<file path="src/rtl/uart_pkg.sv">
// rtl/uart_pkg.sv - shared constants, FSM encoding and helpers for the UART blocks
package uart_pkg;

  localparam int PARITY_NONE = 0;
  localparam int PARITY_EVEN = 1;
  localparam int PARITY_ODD  = 2;

  typedef enum logic [2:0] {
    ST_IDLE   = 3'd0,
    ST_START  = 3'd1,
    ST_DATA   = 3'd2,
    ST_PARITY = 3'd3,
    ST_STOP   = 3'd4
  } rx_state_e;

  function automatic logic maj3(input logic a, input logic b, input logic c);
    return (a & b) | (a & c) | (b & c);
  endfunction

endpackage

</file>
<file path="src/rtl/uart_baud_tick.sv">
// rtl/uart_baud_tick.sv - divide-by-DIV tick generator with synchronous restart
module uart_baud_tick #(
  parameter int DIV = 10
) (
  input  logic clk,
  input  logic reset_n,
  input  logic restart_i,
  output logic tick_o
);

  localparam int CW = (DIV > 1) ? $clog2(DIV) : 1;
  localparam logic [CW-1:0] LAST = CW'(DIV - 1);

  generate
    if (DIV < 1) begin : g_div_chk
      $error("uart_baud_tick: DIV must be at least 1");
    end
  endgenerate

  logic [CW-1:0] cnt_q;

  assign tick_o = (cnt_q == LAST);

  always_ff @(posedge clk or negedge reset_n) begin
    if (!reset_n) begin
      cnt_q <= '0;
    end else if (restart_i || tick_o) begin
      cnt_q <= '0;
    end else begin
      cnt_q <= cnt_q + 1'b1;
    end
  end

endmodule

</file>
<file path="src/rtl/uart_rx_os.sv">
// rtl/uart_rx_os.sv - oversampling UART receiver with majority vote, parity/framing
// error reporting and a valid/ready output holding register with overrun detection.
module uart_rx_os
  import uart_pkg::*;
#(
  parameter int CLK_FREQ   = 50000000,
  parameter int BAUDRATE   = 9600,
  parameter int DATA_WIDTH = 8,
  parameter int OVERSAMPLE = 16,
  parameter int PARITY     = 0,
  parameter int STOP_BITS  = 1
) (
  input  logic                  clk,
  input  logic                  reset_n,
  input  logic                  line,
  output logic [DATA_WIDTH-1:0] rx_data,
  output logic                  rx_valid,
  input  logic                  rx_ready,
  output logic                  parity_err,
  output logic                  frame_err,
  output logic                  overrun
);

  localparam int DIV = CLK_FREQ / (BAUDRATE * OVERSAMPLE);
  localparam int SW  = $clog2(OVERSAMPLE);
  localparam int BW  = $clog2(DATA_WIDTH);
  localparam logic [SW-1:0] S_A     = SW'(OVERSAMPLE / 2 - 1);
  localparam logic [SW-1:0] S_B     = SW'(OVERSAMPLE / 2);
  localparam logic [SW-1:0] S_C     = SW'(OVERSAMPLE / 2 + 1);
  localparam logic [SW-1:0] S_END   = SW'(OVERSAMPLE - 1);
  localparam logic [BW-1:0] LAST_BIT = BW'(DATA_WIDTH - 1);
  localparam logic          LAST_STOP = 1'(STOP_BITS - 1);
  localparam logic          ODD_PAR  = (PARITY == PARITY_ODD);

  generate
    if (DATA_WIDTH < 5 || DATA_WIDTH > 9 || OVERSAMPLE < 8 || (OVERSAMPLE % 2) != 0 ||
        PARITY < 0 || PARITY > 2 || STOP_BITS < 1 || STOP_BITS > 2) begin : g_param_chk
      $error("uart_rx_os: illegal parameter combination");
    end
  endgenerate

  logic                  sync1_q, sync2_q, prev_q;
  rx_state_e             state_q;
  logic [SW-1:0]         samp_cnt_q;
  logic [BW-1:0]         bit_cnt_q;
  logic                  stop_cnt_q;
  logic [1:0]            samp_q;
  logic [DATA_WIDTH-1:0] shift_q;
  logic                  par_err_q, frm_err_q, done_q;
  logic [DATA_WIDTH-1:0] rx_data_q;
  logic                  rx_valid_q, parity_err_q, frame_err_q, overrun_q;

  logic start_det, tick, bit_val, decide, bit_end, par_exp;

  assign start_det = (state_q == ST_IDLE) && prev_q && !sync2_q;
  assign bit_val   = maj3(samp_q[0], samp_q[1], sync2_q);
  assign decide    = tick && (samp_cnt_q == S_C);
  assign bit_end   = tick && (samp_cnt_q == S_END);
  assign par_exp   = (^shift_q) ^ ODD_PAR;

  uart_baud_tick #(.DIV(DIV)) u_tick (
    .clk      (clk),
    .reset_n  (reset_n),
    .restart_i(start_det),
    .tick_o   (tick)
  );

  always_ff @(posedge clk or negedge reset_n) begin
    if (!reset_n) begin
      sync1_q    <= 1'b1;
      sync2_q    <= 1'b1;
      prev_q     <= 1'b1;
      state_q    <= ST_IDLE;
      samp_cnt_q <= '0;
      bit_cnt_q  <= '0;
      stop_cnt_q <= 1'b0;
      samp_q     <= '0;
      shift_q    <= '0;
      par_err_q  <= 1'b0;
      frm_err_q  <= 1'b0;
      done_q     <= 1'b0;
    end else begin
      sync1_q <= line;
      sync2_q <= sync1_q;
      prev_q  <= sync2_q;
      done_q  <= 1'b0;
      if (tick) begin
        samp_cnt_q <= (samp_cnt_q == S_END) ? '0 : samp_cnt_q + 1'b1;
        if (samp_cnt_q == S_A) samp_q[0] <= sync2_q;
        if (samp_cnt_q == S_B) samp_q[1] <= sync2_q;
      end
      case (state_q)
        ST_IDLE: begin
          if (start_det) begin
            state_q    <= ST_START;
            samp_cnt_q <= '0;
            bit_cnt_q  <= '0;
            stop_cnt_q <= 1'b0;
            par_err_q  <= 1'b0;
            frm_err_q  <= 1'b0;
          end
        end
        ST_START: begin
          if (decide && bit_val) state_q <= ST_IDLE;
          else if (bit_end)      state_q <= ST_DATA;
        end
        ST_DATA: begin
          if (decide) shift_q <= {bit_val, shift_q[DATA_WIDTH-1:1]};
          if (bit_end) begin
            if (bit_cnt_q == LAST_BIT) begin
              bit_cnt_q <= '0;
              state_q   <= (PARITY != PARITY_NONE) ? ST_PARITY : ST_STOP;
            end else begin
              bit_cnt_q <= bit_cnt_q + 1'b1;
            end
          end
        end
        ST_PARITY: begin
          if (decide && (bit_val != par_exp)) par_err_q <= 1'b1;
          if (bit_end) state_q <= ST_STOP;
        end
        ST_STOP: begin
          // Leave on the last stop decision so a start bit right behind it is seen.
          if (decide) begin
            if (!bit_val) frm_err_q <= 1'b1;
            if (stop_cnt_q == LAST_STOP) begin
              state_q <= ST_IDLE;
              done_q  <= 1'b1;
            end
          end else if (bit_end) begin
            stop_cnt_q <= 1'b1;
          end
        end
        default: state_q <= ST_IDLE;
      endcase
    end
  end

  always_ff @(posedge clk or negedge reset_n) begin
    if (!reset_n) begin
      rx_data_q    <= '0;
      rx_valid_q   <= 1'b0;
      parity_err_q <= 1'b0;
      frame_err_q  <= 1'b0;
      overrun_q    <= 1'b0;
    end else if (done_q) begin
      if (!rx_valid_q || rx_ready) begin
        rx_data_q    <= shift_q;
        parity_err_q <= par_err_q;
        frame_err_q  <= frm_err_q;
        rx_valid_q   <= 1'b1;
        overrun_q    <= 1'b0;
      end else begin
        overrun_q <= 1'b1;
      end
    end else if (rx_valid_q && rx_ready) begin
      rx_valid_q <= 1'b0;
    end
  end

  assign rx_data    = rx_data_q;
  assign rx_valid   = rx_valid_q;
  assign parity_err = parity_err_q;
  assign frame_err  = frame_err_q;
  assign overrun    = overrun_q;

endmodule
</file>
<file path="config.mk">
export PLATFORM = sky130hd
export DESIGN_NAME = uart_rx_os
export DESIGN_NICKNAME = d
export VERILOG_FILES = /design/src/rtl/uart_pkg.sv /design/src/rtl/uart_baud_tick.sv /design/src/rtl/uart_rx_os.sv
export SDC_FILE = /design/constraint.sdc
export NUM_CORES = 1
export LEC_CHECK = 0
export CAP_MARGIN = 40
export CORE_MARGIN = 2
export CORE_UTILIZATION = 55
export DETAILED_ROUTE_END_ITERATION = 12
export PLACE_DENSITY = 0.75
export SYNTH_ARGS = -nofsm -noshare
export SYNTH_HDL_FRONTEND = slang
export SYNTH_SLANG_ARGS = --single-unit
</file>
<file path="constraint.sdc">
create_clock -name clk -period 3.45 [get_ports clk]
set_input_delay 0.69 -clock clk [delete_from_list [all_inputs] [get_ports clk]]
set_output_delay 0.69 -clock clk [all_outputs]
set_load 0.03 [all_outputs]
</file>
Word-level counts from Yosys, hierarchy flattened

Index checks and enable logic that the tools add are counted.

$add $sub $neg: 3
Equal/unequal tests: 23
Multiplexer cells: 34
Bitwise operators: 5
Reduce and logical (&&, ||, !) cells: 27

Operators by type and width:

| operator            | count |
|---|---|
| $mux 3              | 11 |
| $ne 2x2->1 const B  | 9 |
| $mux 4              | 4 |
| $pmux 3 s5          | 1 |
| $mux 1              | 13 |
| $eq 4x4->1 const B  | 3 |
| $reduce_and 2->1    | 5 |
| $add 9x1->9 const B | 1 |
| $eq 9x9->1 const B  | 1 |
| $mux 9              | 1 |
| $reduce_and 4->1    | 2 |
| $reduce_bool 2->1   | 4 |
| $reduce_xor 8->1    | 1 |
| $logic_and 1x1->1   | 7 |
| $reduce_and 7->1    | 1 |
| $eq 3x2->1 const B  | 2 |
| $eq 3x3->1 const B  | 2 |
| $pmux 1 s2          | 3 |
| $pmux 3 s2          | 1 |
| $reduce_and 3->1    | 2 |
| $add 4x1->4 const B | 1 |
| $eq 4x3->1 const B  | 1 |
| $ne 2x1->1 const B  | 2 |
| $add 3x1->3 const B | 1 |
| 8 further kinds     | 13 |

Register bits: 48
Output and inout port bits: 12

Logic depth before layout (Yosys ltp)

Gate-level depths: netlist of run 1.

Word-level depth: 7
Depth in mapped cells: 7
Gate-level depth less buffers: 6

By module

Synthesis of run 1 repeated with hierarchy kept, for this count alone.

Cells, all modules: 188
Area, all modules: 2234.6 um^2

By module, submodules not included:

| module         | instances | cells an instance | area an instance (um^2) |
|---|---|---|---|
| uart_rx_os     | 1         | 141               | 1761.7 |
| uart_baud_tick | 1         | 47                | 473.0 |

Least setup slack after synthesis of run 1

OpenSTA, ideal clock, no wires.

Kind: reg2reg
Start point: reg u_tick.cnt_q[5]
End point: reg shift_q[0]
Arrival: 1.611 ns
Data required time: 3.325 ns
Setup slack: 1.714 ns
Stages on the path, launching flop included: 5
Path buffers: 0
Period minus slack after synthesis: 1.736 ns
Cells stage by stage: dfrtp_1 or4b_4 nor3_4 nand3b_4 mux2_2

Longest elaborated chain between the ends: 3

RTL lines:

| element                    | RTL line             | RTL |
|---|---|---|
| start, declared            | uart_baud_tick.sv:20 | `logic [CW-1:0] cnt_q;` |
| start signal, assigned     | uart_baud_tick.sv:30 | `cnt_q <= cnt_q + 1'b1;` |
| $eq 9x9->1                 | uart_baud_tick.sv:22 | `assign tick_o = (cnt_q == LAST);` |
| $logic_and 1x1->1          | uart_rx_os.sv:57     | `assign decide = tick && (samp_cnt_q == S_C);` |
| $reduce_and 2->1 (no line) | --                   |  |
| end signal, assigned       | uart_rx_os.sv:108    | `if (decide) shift_q <= {bit_val, shift_q[DATA_WIDTH-1:1]};` |
| end, declared              | uart_rx_os.sv:48     | `logic [DATA_WIDTH-1:0] shift_q;` |

No other way between the ends.
A chain may end at the register's enable or synchronous reset.

Worst setup path in the final report of run 1

Start point: reg u_tick.cnt_q[5]
End point: reg bit_cnt_q[0]

Longest elaborated chain between the ends: 4

RTL lines:

| element                    | RTL line             | RTL |
|---|---|---|
| $eq 9x9->1                 | uart_baud_tick.sv:22 |  |
| $logic_and 1x1->1          | uart_rx_os.sv:58     | `assign bit_end = tick && (samp_cnt_q == S_END);` |
| $ne 2x2->1 (no line)       | --                   |  |
| $reduce_and 3->1 (no line) | --                   |  |
| end signal, assigned       | uart_rx_os.sv:114    | `bit_cnt_q <= bit_cnt_q + 1'b1;` |
| end, declared              | uart_rx_os.sv:45     | `logic [BW-1:0] bit_cnt_q;` |

No other way between the ends.

==> results by group, run 1 <==
Floorplan
  • Die ar.: 4560 um2
  • Initial Util: 56.30%
  • Num rows: 23
  • I/O pins: 16
  • Die height: around 68 um
  • Die width: 67.53 um
  • Core Area: about 4000 um2

Synthesis
  • Yosys warnings: 0
  • Sequential cell area fraction in the yosys report: between 50% and 60%
  • Syn Inst Count: 182
  • Post-Syn Area: 2220 um2
  • Syn Nets: roughly 190
  • Synthesized flop and latch total: 48
  • Netlist cell types: 42
  • Mean post-synth cell area: ~12 um2

Routing
  • # DRC: 0
  • Via count: 1,388
  • DRT Pass-1 Iters: 4
  • WL/cell: 15.14 um
  • Final ANT Viol Nets: 0
  • Initial DRC Count: 56
  • Final wirelength: 3.830 mm
  • Number of vias per cell: approximately 5.5

Layout
  • Synth-to-layout area growth: 15.16%
  • Most frequent cells in the layout: dfrtp_1, mux2_2, nor2_1
  • Final nets: 213
  • Most common cell after layout, fill and taps aside: dfrtp_1
  • Diodes inserted: 0
  • Final cell utilization of the core: 64.84%
  • Layout cells sized above 1: 21.18%

Timing
  • Tcrit/Tclk final: 62.93%
  • Max Slew Vio Count: 0
  • Final worst slack: 1.279 ns
  • Clock Skew: between 0.006 and 0.007 ns
  • Fmax achieved: 0.4606 GHz
  • Rel. slew slack: slightly below 60%
  • Hold Violations, Final: 0
  • Setup TNS: 0 ns
  • Unrepaired setup endpoints after global routing: false
  • Final number of setup-violating endpoints: 0
  • Worst-margin pin slew: 0.6292 ns
  • Minimum clock period: 2.171 ns
  • Hold Slack: 0.3368 ns

GRT
  • Total GRT Usage: 19.93%
  • Vias in the first global route: 1,385
  • First-pass GRT wire length: ~6.5 mm
  • Initial antenna violation count: 0
  • Largest net degree at the start of global routing: 29
  • Grt total ovfl: 0

CTS
  • CTS tree: built
  • Root Buffer: clkbuf_8
  • Postcts setup bufs: 0
  • CTS resizes: 0
  • Hold-fix buffers at CTS: 0
  • Worst-skew pair later-pin latency: about 0.3 ns
  • Maximum buffer depth of the clock tree: 2
  • H-tree depth: 2
  • Clock Pin Slew Worst Setup and Hold Paths: approximately 0.090 ns
  • CTS Buf Count: 5
  • Total clock sinks: 48

Placed design
  • Setup WS pre-CTS: 1.264 ns
  • Count of buffers from port buffering: 15
  • Dpl hpwl: 2.782 mm
  • RePlAce Congestion: 0.8261

Worst setup path
  • Crit-path max FO: 11
  • Worst setup SP type: flop
  • Setup crit end kind: flop
  • WP data arrival: 2.39 ns
  • Worst Path Required: 3.67 ns
  • CP max-delay cell: nor4_2
  • Slowest stage delay, CP: 0.59 ns
  • CP startpoint: u_tick.cnt_q[5]
  • Setup Crit Path Kind: flop to flop
  • FF-to-FF Start: u_tick.cnt_q[5]
  • Crit-path cells: nor4b_1, nand2_1, nor4_2, mux2i_1

Power and ir drop
  • Leak: roughly 1.2 nW
  • P_sw: just over 0.0003 W
  • Power per Cell Area: roughly 470 nW/um2
  • Combinational power share: about a tenth
  • Power share of the sequential group: 55.3%
  • VDD IR-drop max: 0.3151 mV
  • Tot Pwr: 0.001208 W
  • P_int: ~0.0009 W
  • Switch share: 25.65%
  • Clk pwr share: 34.9%

Worst hold path
  • Type of the most critical hold path: primary input to async pin

Run status
  • Status: completed

Flow run
  • Max-cap violation count: 0
worst paths after layout:
check | to | slack [ns] | depth (start not counted)
hold / removal | rx_data[6] | 0.34 | 1
setup reg to reg | bit_cnt_q[0] | 1.28 | 4
hold reg to reg | sync2_q | 0.36 | 0
min in group clk | sync2_q | 0.36 | 0
max in group asynchronous | u_tick.cnt_q[4] | 2.60 | 2
setup / recovery | bit_cnt_q[0] | 1.28 | 4
power by group through the flow:
stage | sequential, W | combinational [W] | clock (W)
floorplan | 0.000657 | 0.0000890 | 0
global placement | 0.000671 | 0.000112 | 0
detailed placement | 0.000674 | 0.000121 | 0
CTS | 0.000665 | 0.000121 | 0.000439
global route | 0.000673 | 0.000136 | 0.000465
finish | 0.000668 | 0.000118 | 0.000421
cell usage after synthesis (all sizes together):
master,number,area [um2]
o41ai,2,17.52
dfrtp,45,1126
and4b,1,10.01
dfstp,3,78.83
nand3,5,25.02
or2,2,12.51
nand4b,1,8.760
maj3,1,10.01
or3,1,6.260
o31ai,1,7.510
or2b,1,8.760
clkbuf,2,7.510
o21ai,2,10.01
a21oi,5,25.02
nor4b,1,8.760
mux2i,4,40.04
nor2,16,60.06
a31oi,1,6.260
nand3b,4,42.54
o22ai,1,6.260
nand2b,2,12.51
nand2,11,43.80
xor2,7,61.31
and4,1,10.01
nand4,2,12.51
xnor2,8,70.07
and3b,1,10.01
ha,7,87.58
xnor3,1,22.52
o21a,1,7.510
or4b,2,23.77
inv,7,26.28
nor3,7,46.30
and3,3,18.77
buf,1,5.000
mux2,20,225.2
nor4,2,18.77
flip-flops by register name, indices dropped and copies added (netlist names), 2 cells and up:
| name | count |
|---|---|
| bit_cnt_q | 3 |
| rx_data | 8 |
| samp_cnt_q | 4 |
| samp_q | 2 |
| shift_q | 8 |
| state_q | 3 |
| u_tick.cnt_q | 9 |
worst max-delay path, delay by kind of cell, from the launching register on:
| kind | cells | cell delay, ns |
|---|---|---|
| mux | 1 | 0.26 |
| simple gates | 3 | 1.39 |
| flops | 1 | 0.44 |
area by class of cell:
cell class	instances	area (um2)
Inverter	7	26.28
Tap cell	50	62.56
Clock inverter	2	38.79
Fill cell	285	1386
Sequential cell	48	1205
Multi-Input combinational cell	124	975.9
Timing Repair Buffer	16	165.2
Clock buffer	6	82.58
metal layers:
metal  share of wire (%)  wire, um  global-route usage, %  up-vias
met5                   0         0                      0        -
met4                 1.4        53                  9.949        0
met3                 3.0       115                  4.000        4
met2                  51      1941                  32.72       18
met1                  45      1719                  24.97      693
li1                    -         -                      -      673
logic make-up (layout without fill, tap and decap cells):
kind of cell,Yosys count,after routing,share of synthesized area [%]
adder cells (fa/ha/maj),8,8,4.397
XOR/XNOR,16,16,6.934
buffers and inverters,10,31,1.748
multiplexers,24,24,11.95
flip-flops,48,48,54.28
AO/OA/AOI/OAI,13,13,3.608
AND/OR/NAND/NOR,63,63,17.08
metrics by stage:
step | instances | area (um2)
after floorplan | 182 | 2220
after global placement | 244 | 2415
after detailed placement | 245 | 2435
after CTS | 253 | 2556
after global routing | 253 | 2556
final | 253 | 2556
No activity file was read; power rests on OpenSTA's default activity.
==> inputs of run 2 (changes only) <==
CORE_UTILIZATION = 52   (was 55)
clock period = 1.9 ns   (was 3.45 ns; I/O delays follow)
==> results by group, run 2 (same netlist as run 1, synthesis figures left out) <==
Worst setup path
  • WP buf/inv: 0
  • Setup Crit Path Kind: flop to flop
  • Worst setup SP type: flop
  • Setup crit end kind: flop
  • Worst setup path endpoint: shift_q[1]
  • Worst reg-to-reg path cell count: 4
  • CP max-delay cell: or4b_4
  • CP startpoint: u_tick.cnt_q[5]
  • FF-to-FF End: shift_q[1]
  • Crit-path max FO: 8
  • Top delay family on crit path: simple AND/OR/NAND/NOR gates
  • Crit-path cells: or4b_4, nor3_4, nand3b_4, mux2_2
  • Setup slack, reg-to-reg: 0.05 ns
  • WP data arrival: 2.04 ns
  • Slowest stage delay, CP: 0.59 ns
  • Worst Path Required: between 2 and 2.5 ns
  • FF-to-FF Start: u_tick.cnt_q[5]
  • WP depth: 4

Layout
  • Most common cell after layout, fill and taps aside: dfrtp_1
  • Final nets: 220
  • Largest register FFs: 9
  • Fill cells: 318
  • Synth-to-layout area growth: 15.78%
  • Most frequent cells in the layout: dfrtp_1, mux2_2, nor2_1
  • Diodes inserted: 0
  • Biggest register: u_tick.cnt_q
  • Fin cells: 260
  • Final Instance Area: 2570 um2
  • Layout cells sized above 1: a little under a quarter

Power and ir drop
  • Tot Pwr: 0.002059 W
  • VDD IR-drop max: between 0.4 and 0.5 mV
  • Leak: around 1.2 nW
  • Power per Cell Area: 801.1 nW/um2

Timing
  • Final worst slack: 0.04669 ns
  • Max Slew Vio Count: 0
  • Unrepaired setup endpoints after global routing: false
  • Setup TNS: 0 ns
  • Clock Skew: 0.008388 ns
  • Rel. slew slack: around three fifths
  • Final number of setup-violating endpoints: 0
  • Tcrit/Tclk final: 97.54%
  • Worst-margin pin slew: around 0.58 ns
  • Hold Violations, Final: 0
  • Fmax achieved: 0.5396 GHz
  • Minimum clock period: 1.853 ns

GRT
  • Most crowded layer after global routing: met2
  • First-pass GRT wire length: 7.010 mm
  • Grt total ovfl: 0
  • M3 GR Usage: under 10%
  • Total GRT Usage: 18.22%
  • Largest net degree at the start of global routing: 49
  • Vias in the first global route: 1,529
  • Initial antenna violation count: 0
  • GR Layer Usage met2: between 30% and 40%
  • Met1 usage: 23.04%

CTS
  • CTS tree: built
  • Worst-skew pair later-pin latency: 0.30 ns
  • Total clock sinks: 48
  • Root Buffer: clkbuf_8
  • Clock Pin Slew Worst Setup and Hold Paths: 0.08 ns
  • Maximum buffer depth of the clock tree: 2
  • CTS Buf Count: 5
  • H-tree depth: 2

Routing
  • Final wirelength: around 4 mm
  • # DRC: 0
  • Initial DRC Count: 59
  • Final ANT Viol Nets: 0
  • Via count: 1,464
  • DRT Pass-1 Iters: 4
  • Number of vias per cell: 5.631
  • WL/cell: ~15 um

Placed design
  • Placed insts: 250
  • Placed cell areas: roughly 2500 um2
  • Setup WS pre-CTS: 0.03198 ns
  • Dpl hpwl: 2.828 mm
  • Count of buffers from port buffering: 15
  • RePlAce Congestion: 0.9308

Floorplan
  • Num rows: 23
  • Core Area: 4058 um2
  • Die width: 69.34 um
  • Initial Util: between 50% and 60%
  • Die ar.: 4807 um2
  • I/O pins: 16
  • Die height: 69.34 um

Run status
  • Status: completed

Flow run
  • Max-cap violation count: 0

Worst hold path
  • Type of the most critical hold path: primary input to async pin
==> run 2: changes by cell type in the layout (fill, tap and decap cells not counted), sizes merged <==
cell and change:
bufinv -1, clkbuf +1, buf +7
==> run 2: how the worst min path moves through the flow <==
stage / depth (start not counted) / slack, ns / startpoint / endpoint
floorplan: 0 / 0.08 / reset_n / bit_cnt_q[0]
global placement: 0 / 0.35 / sync1_q / sync2_q
detailed placement: 0 / 0.35 / sync1_q / sync2_q
CTS: 2 / 0.19 / reset_n / shift_q[2]
global route: 2 / 0.22 / reset_n / shift_q[3]
finish: 2 / 0.17 / reset_n / rx_data[1]
==> run 2: repair_timing <==
item / 4_1_cts / 5_1_grt
endpoints found under the setup margin: 0 / 12
resized for setup: 0 / 2
hold buffers: 0 / 0
setup buffers: 0 / 2
==> run 2: worst register-to-register path, cell delays in order (launching register included) <==
cell and delay, ns:
dfrtp_1 0.44, or4b_4 0.60, nor3_4 0.23, nand3b_4 0.17, mux2_2 0.31
==> run 2: cell type report <==
| class | count | area [um2] | share of cell area [%] |
|---|---|---|---|
| Clock inverter | 1 | 5.005 | 0.1947 |
| Multi-Input combinational cell | 124 | 989.7 | 38.51 |
| Tap cell | 50 | 62.56 | 2.434 |
| Timing Repair Buffer | 23 | 205.2 | 7.984 |
| Clock buffer | 7 | 76.32 | 2.970 |
| Inverter | 7 | 26.28 | 1.022 |
| Sequential cell | 48 | 1205 | 46.88 |
==> run 2: metrics by stage <==
stage / utilization [%] / hold WS (ns)
after floorplan: - / 0.08441
after global placement: 60.62 / 0.3453
after detailed placement: 60.62 / 0.3529
after CTS: 62.63 / 0.1923
after global routing: 63.34 / 0.2204
final: 63.34 / 0.1665
==> run 2: power breakdown <==
group / switching [W] / internal, W / total (W) / leakage [nW]
combinational: 0.000149 / 0.000144 / 0.000293 / 0.555
clock: 0.000320 / 0.000259 / 0.000579 / 0.0422
sequential: 0.0000902 / 0.00110 / 0.00119 / 0.646
total: 0.000560 / 0.00150 / 0.00206 / 1.24
==> run 2: metal layers <==
layer | vias to the layer above | part of all wire, %
met3 | 6 | 3.6
met4 | 0 | 1.2
met5 | - | 0
met2 | 32 | 51
met1 | 733 | 44
li1 | 693 | -
==> inputs of run 3 (changes only) <==
CORE_UTILIZATION = 25   (was 52)
PLACE_DENSITY = unset   (was 0.75)
==> results by group, run 3 (same netlist as run 1, synthesis figures left out) <==
Run status
  • Status: completed

Worst setup path
  • CP max-delay cell: or4b_4
  • Worst setup SP type: flop
  • Slowest stage delay, CP: ~0.6 ns
  • Crit-path max FO: 8
  • Worst reg-to-reg path cell count: 4
  • Setup Crit Path Kind: flop to flop
  • CP startpoint: u_tick.cnt_q[5]
  • Worst Path Required: 2.09 ns
  • FF-to-FF Start: u_tick.cnt_q[5]
  • Setup crit end kind: flop
  • WP data arrival: 1.99 ns
  • FF-to-FF End: shift_q[1]
  • Crit-path cells: or4b_4, nor3_4, nand3b_4, mux2_2
  • Setup slack, reg-to-reg: about 0.096 ns

Layout
  • Largest register FFs: 9
  • Final nets: 226
  • Biggest register: u_tick.cnt_q
  • Diodes inserted: 0
  • Most common cell after layout, fill and taps aside: dfrtp_1
  • Synth-to-layout area growth: 23.00%
  • Layout cells sized above 1: 26.85%
  • Most frequent cells in the layout: dfrtp_1, mux2_2, nor2_1

Timing
  • Final number of setup-violating endpoints: 0
  • Unrepaired setup endpoints after global routing: false
  • Fmax achieved: 0.5542 GHz
  • Worst-margin pin slew: 0.5490 ns
  • Final worst slack: around 0.096 ns
  • Max Slew Vio Count: 0
  • Clock Skew: 0.007108 ns
  • Tcrit/Tclk final: 94.97%
  • Hold Violations, Final: 0
  • Rel. slew slack: about 63%
  • Minimum clock period: approximately 1.8 ns
  • Setup TNS: 0 ns

Routing
  • WL/cell: 12.55 um
  • DRT Pass-1 Iters: 4
  • Initial DRC Count: 81
  • Number of vias per cell: 4.522
  • Final ANT Viol Nets: 0
  • # DRC: 0
  • Via count: 1,465
  • Final wirelength: ~4 mm

GRT
  • Total GRT Usage: 9.205%
  • Grt total ovfl: 0
  • First-pass GRT wire length: between 7 and 8 mm
  • Vias in the first global route: 1,461
  • Largest net degree at the start of global routing: 24
  • Initial antenna violation count: 0

Power and ir drop
  • Power per Cell Area: ~830 nW/um2
  • Leak: between 1 and 1.5 nW
  • VDD IR-drop max: ~0.5 mV

CTS
  • CTS Buf Count: 5
  • Total clock sinks: 48
  • H-tree depth: 2
  • Root Buffer: clkbuf_8
  • Maximum buffer depth of the clock tree: 2
  • CTS tree: built
  • Clock Pin Slew Worst Setup and Hold Paths: 0.09 ns
  • Worst-skew pair later-pin latency: 0.30 ns
  • Hold-fix buffers at CTS: 0

Flow run
  • Max-cap violation count: 0

Floorplan
  • Die ar.: just under 10,000 um2
  • Die height: 98.23 um
  • I/O pins: 16
  • Num rows: 34
  • Core Area: 8678 um2
  • Initial Util: 25.58%
  • Die width: 98.23 um

Placed design
  • Count of buffers from port buffering: 15
  • Setup WS pre-CTS: approximately 0.056 ns
  • Dpl hpwl: 2.851 mm
  • RePlAce Congestion: 0.8075

Worst hold path
  • Type of the most critical hold path: primary input to async pin
-- run 3: cell count changes in the layout (fill, tap and decap cells not counted), sizes merged --
cell    delta
buf        +6
bufinv     +1
clkinv     -1
-- run 3: through the flow --
stage               hold WS (ns)  cells  cell area [um2]  power [W]  utilization, %
global placement          0.3465    315             2585   0.001468           29.79
global route             0.07880    324             2730   0.002409           31.46
floorplan                0.08441    182             2220   0.001354               -
detailed placement        0.3481    315             2585   0.001477           29.79
finish                   0.06003    324             2730   0.002264           31.46
CTS                      0.07108    323             2711   0.002290           31.24
-- run 3: how the worst max path moves through the flow --
stage | endpoint | cells after the start
2_1_floorplan | shift_q[0] | 4
3_3_place_gp | rx_data[1] | 4
3_5_place_dp | rx_data[6] | 4
4_1_cts | shift_q[3] | 4
5_1_grt | par_err_q | 3
6_report | shift_q[1] | 4
-- run 3: report_power, final --
part | switching, W | total, W | internal (W)
registers | 0.0000880 | 0.00118 | 0.00110
logic | 0.000150 | 0.000284 | 0.000134
clock network | 0.000331 | 0.000796 | 0.000464
-- run 3: repair_timing --
| item | 4_1_cts | 5_1_grt |
|---|---|---|
| setup endpoints to repair | 0 | 13 |
| gates resized for setup | 0 | 2 |
| setup buffers | 0 | 1 |
-- run 3: final cells by class --
type	instances	area, um2
sequential	48	1205
clock inverter	1	30.03
multi-input combinational	124	987.2
timing repair buffer	29	250.2
inverter	7	26.28
tap	108	135.1
fill	892	5948
clock buffer	7	96.34
-- run 3: routing by layer --
layer / up-vias / GRT usage [%] / share of wire, %
li1: 703 / - / -
met1: 719 / 12.37 / 49
met2: 36 / 13.80 / 45
met3: 7 / 3.078 / 4.8
met4: 0 / 3.583 / 1.4
met5: - / 0 / 0
-- run 3: critical path: cells and delay by family, from the launching register on --
| family | cells | cell delay (ns) |
|---|---|---|
| and+or+nand+nor | 3 | 0.96 |
| DFF | 1 | 0.44 |
| muxes | 1 | 0.30 |
